[config.mk]
export PLATFORM = sky130hd
export DESIGN_NAME = pc_sequencer
export DESIGN_NICKNAME = d
export VERILOG_FILES = /design/src/rtl/pc_sequencer.sv
export SDC_FILE = /design/constraint.sdc
export NUM_CORES = 1
export LEC_CHECK = 0
export CELL_PAD_IN_SITES_DETAIL_PLACEMENT = 0
export CELL_PAD_IN_SITES_GLOBAL_PLACEMENT = 2
export CORE_UTILIZATION = 28
export CTS_CLUSTER_DIAMETER = 30
export CTS_CLUSTER_SIZE = 16
export DETAILED_ROUTE_END_ITERATION = 6
export PLACE_DENSITY = 0.57
export SLEW_MARGIN = 20
export SYNTH_ARGS = -nofsm -noshare
export SYNTH_HDL_FRONTEND = slang
export SYNTH_SLANG_ARGS = --single-unit
[constraint.sdc]
create_clock -name CLK -period 4.3 [get_ports CLK]
set_input_delay 1.075 -clock CLK [delete_from_list [all_inputs] [get_ports CLK]]
set_output_delay 1.075 -clock CLK [all_outputs]
set_load 0.05 [all_outputs]
[src/rtl/pc_sequencer.sv]
// pc_sequencer: program counter, return-address stack and the
// fetch / decode / update strobes that pace the instruction register.
module pc_sequencer #(
   parameter int unsigned PC_W         = 10,
   parameter int unsigned STACK_DEPTH  = 8,
   parameter int unsigned RESET_VECTOR = 0
) (
   input  logic            CLK,
   input  logic            RESET_N,
   input  logic            HOLD,
   input  logic            bsr_det,
   input  logic            ret_det,
   input  logic [9:0]      relative_jump,
   output logic [PC_W-1:0] pc,
   output logic            enable_current,
   output logic            enable_next,
   output logic [3:0]      sp,
   output logic            fault,
   output logic [1:0]      fault_code
);

   localparam int unsigned SP_W  = $clog2(STACK_DEPTH + 1);
   localparam int unsigned IDX_W = $clog2(STACK_DEPTH);

   localparam logic [1:0] S_FETCH  = 2'd0;
   localparam logic [1:0] S_DECODE = 2'd1;
   localparam logic [1:0] S_UPDATE = 2'd2;
   localparam logic [1:0] S_HALT   = 2'd3;

   localparam logic [1:0] FC_NONE = 2'b00;
   localparam logic [1:0] FC_OVF  = 2'b01;
   localparam logic [1:0] FC_UNF  = 2'b10;

   logic [1:0]      state_q, state_d;
   // pend: the current state has not executed yet (after reset or HOLD)
   logic            pend_q, pend_d;
   logic [PC_W-1:0] pc_q, pc_d;
   logic [SP_W-1:0] sp_q, sp_d;
   logic            en_cur_q, en_cur_d;
   logic            en_nxt_q, en_nxt_d;
   logic            fault_q, fault_d;
   logic [1:0]      code_q, code_d;
   logic [PC_W-1:0] dec_pc_q, dec_pc_d;
   logic            dec_push_q, dec_push_d;
   logic            dec_pop_q, dec_pop_d;

   logic [PC_W-1:0] stack_q [STACK_DEPTH];
   logic            push_we;
   logic [IDX_W-1:0] push_idx;
   logic [IDX_W-1:0] pop_idx;
   logic [PC_W-1:0] rj_ext;

   assign push_idx = IDX_W'(sp_q);
   assign pop_idx  = IDX_W'(sp_q - SP_W'(1));
   assign rj_ext   = PC_W'($signed(relative_jump));

   assign pc             = pc_q;
   assign enable_current = en_cur_q;
   assign enable_next    = en_nxt_q;
   assign sp             = 4'(sp_q);
   assign fault          = fault_q;
   assign fault_code     = code_q;

   // next-state, next-pc and strobe decode
   always_comb begin
      state_d    = state_q;
      pend_d     = pend_q;
      pc_d       = pc_q;
      sp_d       = sp_q;
      en_cur_d   = 1'b0;
      en_nxt_d   = 1'b0;
      fault_d    = fault_q;
      code_d     = code_q;
      dec_pc_d   = dec_pc_q;
      dec_push_d = dec_push_q;
      dec_pop_d  = dec_pop_q;
      push_we    = 1'b0;
      if (state_q != S_HALT) begin
         if (HOLD) begin
            pend_d = 1'b1;
         end else if (pend_q) begin
            pend_d   = 1'b0;
            en_cur_d = (state_q == S_FETCH);
            en_nxt_d = (state_q == S_UPDATE);
         end else begin
            case (state_q)
               S_FETCH: begin
                  state_d = S_DECODE;
               end
               S_DECODE: begin
                  dec_push_d = 1'b0;
                  dec_pop_d  = 1'b0;
                  if (ret_det) begin
                     if (sp_q == '0) begin
                        fault_d = 1'b1;
                        code_d  = FC_UNF;
                        state_d = S_HALT;
                     end else begin
                        dec_pc_d  = stack_q[pop_idx];
                        dec_pop_d = 1'b1;
                        state_d   = S_UPDATE;
                        en_nxt_d  = 1'b1;
                     end
                  end else if (bsr_det) begin
                     if (sp_q == SP_W'(STACK_DEPTH)) begin
                        fault_d = 1'b1;
                        code_d  = FC_OVF;
                        state_d = S_HALT;
                     end else begin
                        dec_pc_d   = pc_q + rj_ext;
                        dec_push_d = 1'b1;
                        state_d    = S_UPDATE;
                        en_nxt_d   = 1'b1;
                     end
                  end else begin
                     dec_pc_d = pc_q + PC_W'(1);
                     state_d  = S_UPDATE;
                     en_nxt_d = 1'b1;
                  end
               end
               S_UPDATE: begin
                  pc_d = dec_pc_q;
                  if (dec_push_q) begin
                     push_we = 1'b1;
                     sp_d    = sp_q + SP_W'(1);
                  end else if (dec_pop_q) begin
                     sp_d = sp_q - SP_W'(1);
                  end
                  state_d  = S_FETCH;
                  en_cur_d = 1'b1;
               end
               default: begin
                  state_d = S_HALT;
               end
            endcase
         end
      end
   end

   // state, pc, sp, strobe and fault registers
   always_ff @(posedge CLK or negedge RESET_N) begin
      if (!RESET_N) begin
         state_q    <= S_FETCH;
         pend_q     <= 1'b1;
         pc_q       <= PC_W'(RESET_VECTOR);
         sp_q       <= '0;
         en_cur_q   <= 1'b0;
         en_nxt_q   <= 1'b0;
         fault_q    <= 1'b0;
         code_q     <= FC_NONE;
         dec_pc_q   <= '0;
         dec_push_q <= 1'b0;
         dec_pop_q  <= 1'b0;
      end else begin
         state_q    <= state_d;
         pend_q     <= pend_d;
         pc_q       <= pc_d;
         sp_q       <= sp_d;
         en_cur_q   <= en_cur_d;
         en_nxt_q   <= en_nxt_d;
         fault_q    <= fault_d;
         code_q     <= code_d;
         dec_pc_q   <= dec_pc_d;
         dec_push_q <= dec_push_d;
         dec_pop_q  <= dec_pop_d;
      end
   end

   // return-address storage; contents are don't-care after reset
   always_ff @(posedge CLK) begin
      if (push_we) begin
         stack_q[push_idx] <= pc_q + PC_W'(1);
      end
   end

endmodule

==> results.ini, run 1 <==
[power_and_ir_drop]
netSwitchingFraction_pct = 35.2
clkPwrFrac_pct = 30.9
ir_worst_vdd_mv = 0.300
switching_power_mw = 1.78
comb_power_share_pct = 36.6
p_seq_share_pct = 32.5
powerDensity_nw_per_um2 = 775
power.leakage_nw = 2.42
internal-power_mw = 3.27

[setup_path]
slowest_stage = clkdlybuf4s50_1
cp_max_fo = 29
worstPathCellList = buf_4, clkdlybuf4s50_1
rr_startpoint = sp[1]
required_ns = 3.22
crit_start = sp[0]
cp.buffers_inverters = 2
path_class = register to output pin
slowest_delay_ns = 0.90
crit_family = buffers and inverters
end_kind = output pin
cp.arrival_ns = 2.11
start_kind = register

[layout]
post-route-util_pct = 35.9
final_common_cell = edfxtp_1
layout.nets = 462
area_delta_synth_final_pct = 24.0
drive_above_1_share_pct = 17.3
num_antenna_cells = 0
layout_common_cells = edfxtp_1 (80), nand2_1 (65), dfrtp_1 (33)

[synth]
syn_avg_cell_area_um2 = 13.6
syn_inst = 385
synth.cell_area_um2 = 5250
ys_ff_latch = 114
synth_cell_types = 48
seq_area_frac_synth_pct = 61.9
syn_nets = 413
yosysWarningCount = 0

[detailed_routing]
avgViaCountPerCell = 4.74
drc = 0
first_iter_violations = 229
firstDrtPassIters = 4
wirelength_um = 12600
via_count = 3198
ant_nets = 0
routedWlPerCell_um = 18.7

[cts]
htreeDepth = 4
postCtsSetupBuffers = 0
cts-buffers-inserted = 17
cts_resized = 0
clock_path_buffers = 2
cts_tree = built
clkSlewWorstSetupHoldPaths_ns = 0.05
cts_hold_buffers = 0
clock_latency_ns = 0.42
root_buffer = clkbuf_16
cts_sinks = 114

[global_route]
grt_pass1_vias = 3422
grt_util_all_layers_pct = 14.4
overflow = 0
antenna_found_initial = 0
grt_pass1_wl_um = 20100
grt_max_degree = 35

[sta]
rsz0062_at_grt = false
fmax_mhz = 314
final-hold-violation-count = 0
slew_viol_final = 0
fin_ws_ns = 1.12
setup_viol = 0
tightest_slew_ns = 0.897
whs_ns = 0.475
tns_ns = 0
timing.final.crit_period_ns = 3.18
finalCritPeriodShare_pct = 74.0
finClkSkew_ns = 0.00988
slew_headroom_pct = 40.1

[place]
globalplace.congestion = 0.721
pre_cts_slack_ns = 0.780
dp_hpwl_um = 8480
port_buffers = 33

[min_path]
hp-class = register to register
worst_hold_startpoint = dec_pc_q[1]

[floorplanning]
die_y_um = 139
die_x_um = 139
core_um2 = 18100
start_util_pct = 29.0
rows = 49
dieArea_um2 = 19300
io-pin-count = 34

[job]
cap_violations = 0

[status]
status = finished clean

## stage by stage
stage	power, mW	std cells	cell area, um^2
6_report	5.05	675	6510
4_1_cts	5.11	675	6510
2_1_floorplan	2.96	385	5250
3_3_place_gp	3.54	644	5870
3_5_place_dp	3.54	644	5870
5_1_grt	5.33	675	6510
## sequential cells by signal, summed over array words and instances, names as in the netlist
| name | cells |
|---|---|
| enable_next | 1 |
| fault | 1 |
| dec_pop_q | 1 |
| pend_q | 1 |
| enable_current | 1 |
| dec_push_q | 1 |
| sp | 4 |
| dec_pc_q | 10 |
| pc | 10 |
| state_q | 2 |
| stack_q | 80 |
| fault_code | 2 |
## path summary, 6_finish.rpt
kind,endpoint,cells after the start,slack (ns)
max reg2reg,dec_pc_q[2],8,1.65
min in group asynchronous,enable_next,1,0.77
max in group asynchronous,pc[0],1,2.99
max,sp[0],2,1.12
min,pc[1],2,0.47
min reg2reg,pc[1],2,0.47
## cell families after synthesis
kind of cell / count (synthesis) / share of synthesized area [%]
AOI/OAI and AO/OA: 57 / 6.98
xor gates and xnor gates: 17 / 2.98
adders and majority gates: 13 / 3.24
buffers and inverters: 24 / 2.38
DFF: 114 / 61.9
muxes: 41 / 12.8
and+or+nand+nor: 119 / 9.72
## per-layer routing
layer  routed length (um)  global-route usage, %  up-vias
li1                     -                      -     1533
met5                    0                      0        -
met1                 6070                   18.7     1604
met2                 6010                   22.7       50
met4                  157                   5.85        0
met3                  409                   3.83       11
## area by class of cell
class                           count  area, um^2
Clock buffer                       19         433
Clock inverter                     12         213
Fill cell                        1779       11600
Inverter                            8        30.0
Multi-Input combinational cell    247        1870
Sequential cell                   114        3250
Tap cell                          229         287
Timing Repair Buffer               46         423
## Yosys cell counts, drive strengths merged
cell type	n	area, um^2
nand3	10	50.1
mux2	8	90.1
a21o	4	31.3
dfrtp	33	826
and3	1	6.26
xnor2	11	96.3
edfxtp	80	2400
a21oi	15	78.8
ha	12	150
fa	1	20.0
a21boi	1	11.3
o22ai	2	12.5
o21a	1	7.51
a22oi	1	7.51
dfstp	1	26.3
o21ai	19	98.8
o32a	1	10.0
o2111ai	2	17.5
and2	1	6.26
nor2	22	82.6
o221ai	2	17.5
nor3b	1	7.51
mux2i	13	130
nor2b	2	12.5
o22a	2	17.5
nand2b	6	37.5
a21bo	1	10.0
xor2	6	60.1
a31oi	3	18.8
nor3	6	30.0
nand3b	2	15.0
o21bai	1	7.51
inv	8	30.0
buf	8	65.1
mux4	20	450
a211oi	2	20.0
clkbuf	8	30.0
nand4	3	18.8
nand2	65	244
## worst min-delay path, cell delays in order, from the launching register on
cell	delay, ns
dfrtp_1	0.34
nand2_1	0.05
nand2_1	0.05
## power by group through the flow
stage / combinational [mW] / clock, mW / sequential, mW
floorplan: 1.13 / 0 / 1.83
global placement: 1.88 / 0 / 1.66
detailed placement: 1.88 / 0 / 1.66
CTS: 1.89 / 1.58 / 1.64
global route: 2.03 / 1.63 / 1.67
finish: 1.85 / 1.56 / 1.64
No activity file was read; power rests on OpenSTA's default activity.
==> run 2: changes to the inputs <==
Settings changed: PLACE_DENSITY 0.57 to 0.59.
Clock period 4.3 ns to 2.8 ns, I/O delays scaled along.
==> results.ini, run 2 (synthesis results as in run 1) <==
[setup_path]
cp_max_fo = 3  ; -90%
cp.arrival_ns = 2.97  ; +0.86 ns
path_class = input port to register
required_ns = 3.14  ; -0.08 ns
start_kind = input port
end_kind = register

[sta]
timing.final.crit_period_ns = 2.63
tightest_slew_ns = 0.825  ; -0.0727 ns
slew_headroom_pct = 45.0  ; +4.9 points
rsz0062_at_grt = false
slew_viol_final = 0  ; unchanged
finClkSkew_ns = 0.0127  ; +0.00280 ns
setup_viol = 0  ; unchanged
finalCritPeriodShare_pct = 93.9
final-hold-violation-count = 0  ; unchanged
fin_ws_ns = 0.170  ; -0.950 ns
fmax_mhz = 380

[power_and_ir_drop]
p_total_mw = 7.79  ; +54%
power.leakage_nw = 2.51  ; +4.0%
powerDensity_nw_per_um2 = 1170  ; +50%
ir_worst_vdd_mv = 0.530  ; +77%

[layout]
final_common_cell = edfxtp_1
fin_area_um2 = 6690  ; +2.6%
drive_above_1_share_pct = 22.2  ; +5.0 points
layout.nets = 483  ; +4.5%
post-route-util_pct = 36.8  ; +0.94 points
area_delta_synth_final_pct = 27.2
layout_common_cells = edfxtp_1 (80), nand2_1 (65), dfrtp_1 (32), buf_4 (32), clkdlybuf4s50_1 (31)
num_antenna_cells = 0  ; unchanged
regMostFlops = stack_q
largest_reg_flops = 80  ; unchanged

[floorplanning]
dieArea_um2 = 19300  ; unchanged
start_util_pct = 29.0  ; unchanged
die_x_um = 139  ; unchanged
core_um2 = 18100  ; unchanged
io-pin-count = 34  ; unchanged
rows = 49  ; unchanged
die_y_um = 139  ; unchanged

[detailed_routing]
routedWlPerCell_um = 17.4  ; -7.3%
avgViaCountPerCell = 4.74  ; about the same
drc = 0  ; unchanged
ant_nets = 0  ; unchanged
via_count = 3304  ; +3.3%
wirelength_um = 12100  ; -4.3%
first_iter_violations = 184  ; -20%
firstDrtPassIters = 4  ; unchanged

[global_route]
grt_pass1_vias = 3495  ; +2.1%
grt_util_all_layers_pct = 13.6  ; -0.77 points
grt_pass1_wl_um = 19500  ; -2.9%
grt_max_degree = 35  ; unchanged
overflow = 0  ; unchanged
antenna_found_initial = 0  ; unchanged

[cts]
cts-buffers-inserted = 17  ; unchanged
cts_tree = built
clock_path_buffers = 2  ; unchanged
postCtsSetupBuffers = 0  ; unchanged
htreeDepth = 4  ; unchanged
cts_hold_buffers = 0  ; unchanged
cts_resized = 0  ; unchanged
clock_latency_ns = 0.40  ; -0.02 ns
root_buffer = clkbuf_16
cts_sinks = 114  ; unchanged
clkSlewWorstSetupHoldPaths_ns = 0.06  ; about the same

[place]
dp_hpwl_um = 8330  ; -1.8%
port_buffers = 33  ; unchanged
globalplace.congestion = 0.716  ; -0.73%
dpl_cell_area_um2 = 6060  ; +3.3%
pre_cts_slack_ns = -0.271  ; -1.05 ns

[job]
cap_violations = 0  ; unchanged

[status]
status = finished clean

[min_path]
hp-class = input port to async pin

run 2: worst paths after layout:
check | start | endpoint | slack, ns | cells past startpoint
min in group CLK | dec_pc_q[8] | pc[8] | 0.46 | 2
max in group asynchronous | RESET_N | sp[0] | 1.85 | 1
worst min-delay path | RESET_N | enable_next | 0.39 | 1
worst max-delay path | relative_jump[0] | dec_pc_q[6] | 0.17 | 10
worst max register to register | pc[0] | dec_pc_q[6] | 0.42 | 9
worst min register to register | dec_pc_q[8] | pc[8] | 0.46 | 2
run 2: per-layer routing:
layer	part of all wire, %	track usage, %	routed length [um]
met1	46	17.5	5620
met2	50	22.6	6020
met3	2.6	2.83	316
met4	1.2	4.80	146
met5	0	0	0
run 2: per-stage QoR:
stage               TNS [ns]  std cells  hold slack [ns]
detailed placement    -0.895        665            0.453
finish                     0        697            0.387
global route               0        697            0.454
CTS                        0        697            0.420
global placement      -0.695        665            0.445
floorplan                  0        385            0.404
run 2: final cells by class:
| class | instances | area [um^2] |
|---|---|---|
| Sequential cell | 114 | 3260 |
| Inverter | 8 | 30.0 |
| Multi-Input combinational cell | 247 | 1870 |
| Tap cell | 229 | 287 |
| Fill cell | 1775 | 11500 |
| Timing Repair Buffer | 67 | 616 |
| Clock buffer | 17 | 425 |
| Clock inverter | 15 | 198 |
run 2: report_power, final:
group / switching, mW / internal, mW / leakage (nW)
Combinational: 1.71 / 1.32 / 1.07
Sequential: 0.283 / 2.22 / 1.14
Clock: 0.819 / 1.43 / 0.299
Total: 2.82 / 4.97 / 2.51
run 2: critical path, stage by stage:
cell             delay [ns]
clkdlybuf4s50_1        0.41
ha_1                   0.24
fa_1                   0.38
a21o_2                 0.22
a21oi_1                0.21
o21bai_1               0.10
mux2_1                 0.31
o2111ai_1              0.10
o21ai_0                0.14
a21boi_2               0.16
==> run 3: changes to the inputs <==
Settings changed: CTS_CLUSTER_DIAMETER 30 to 100.
==> results of run 3 <==
Final layout, timing and power as in run 2 (identical DEF).
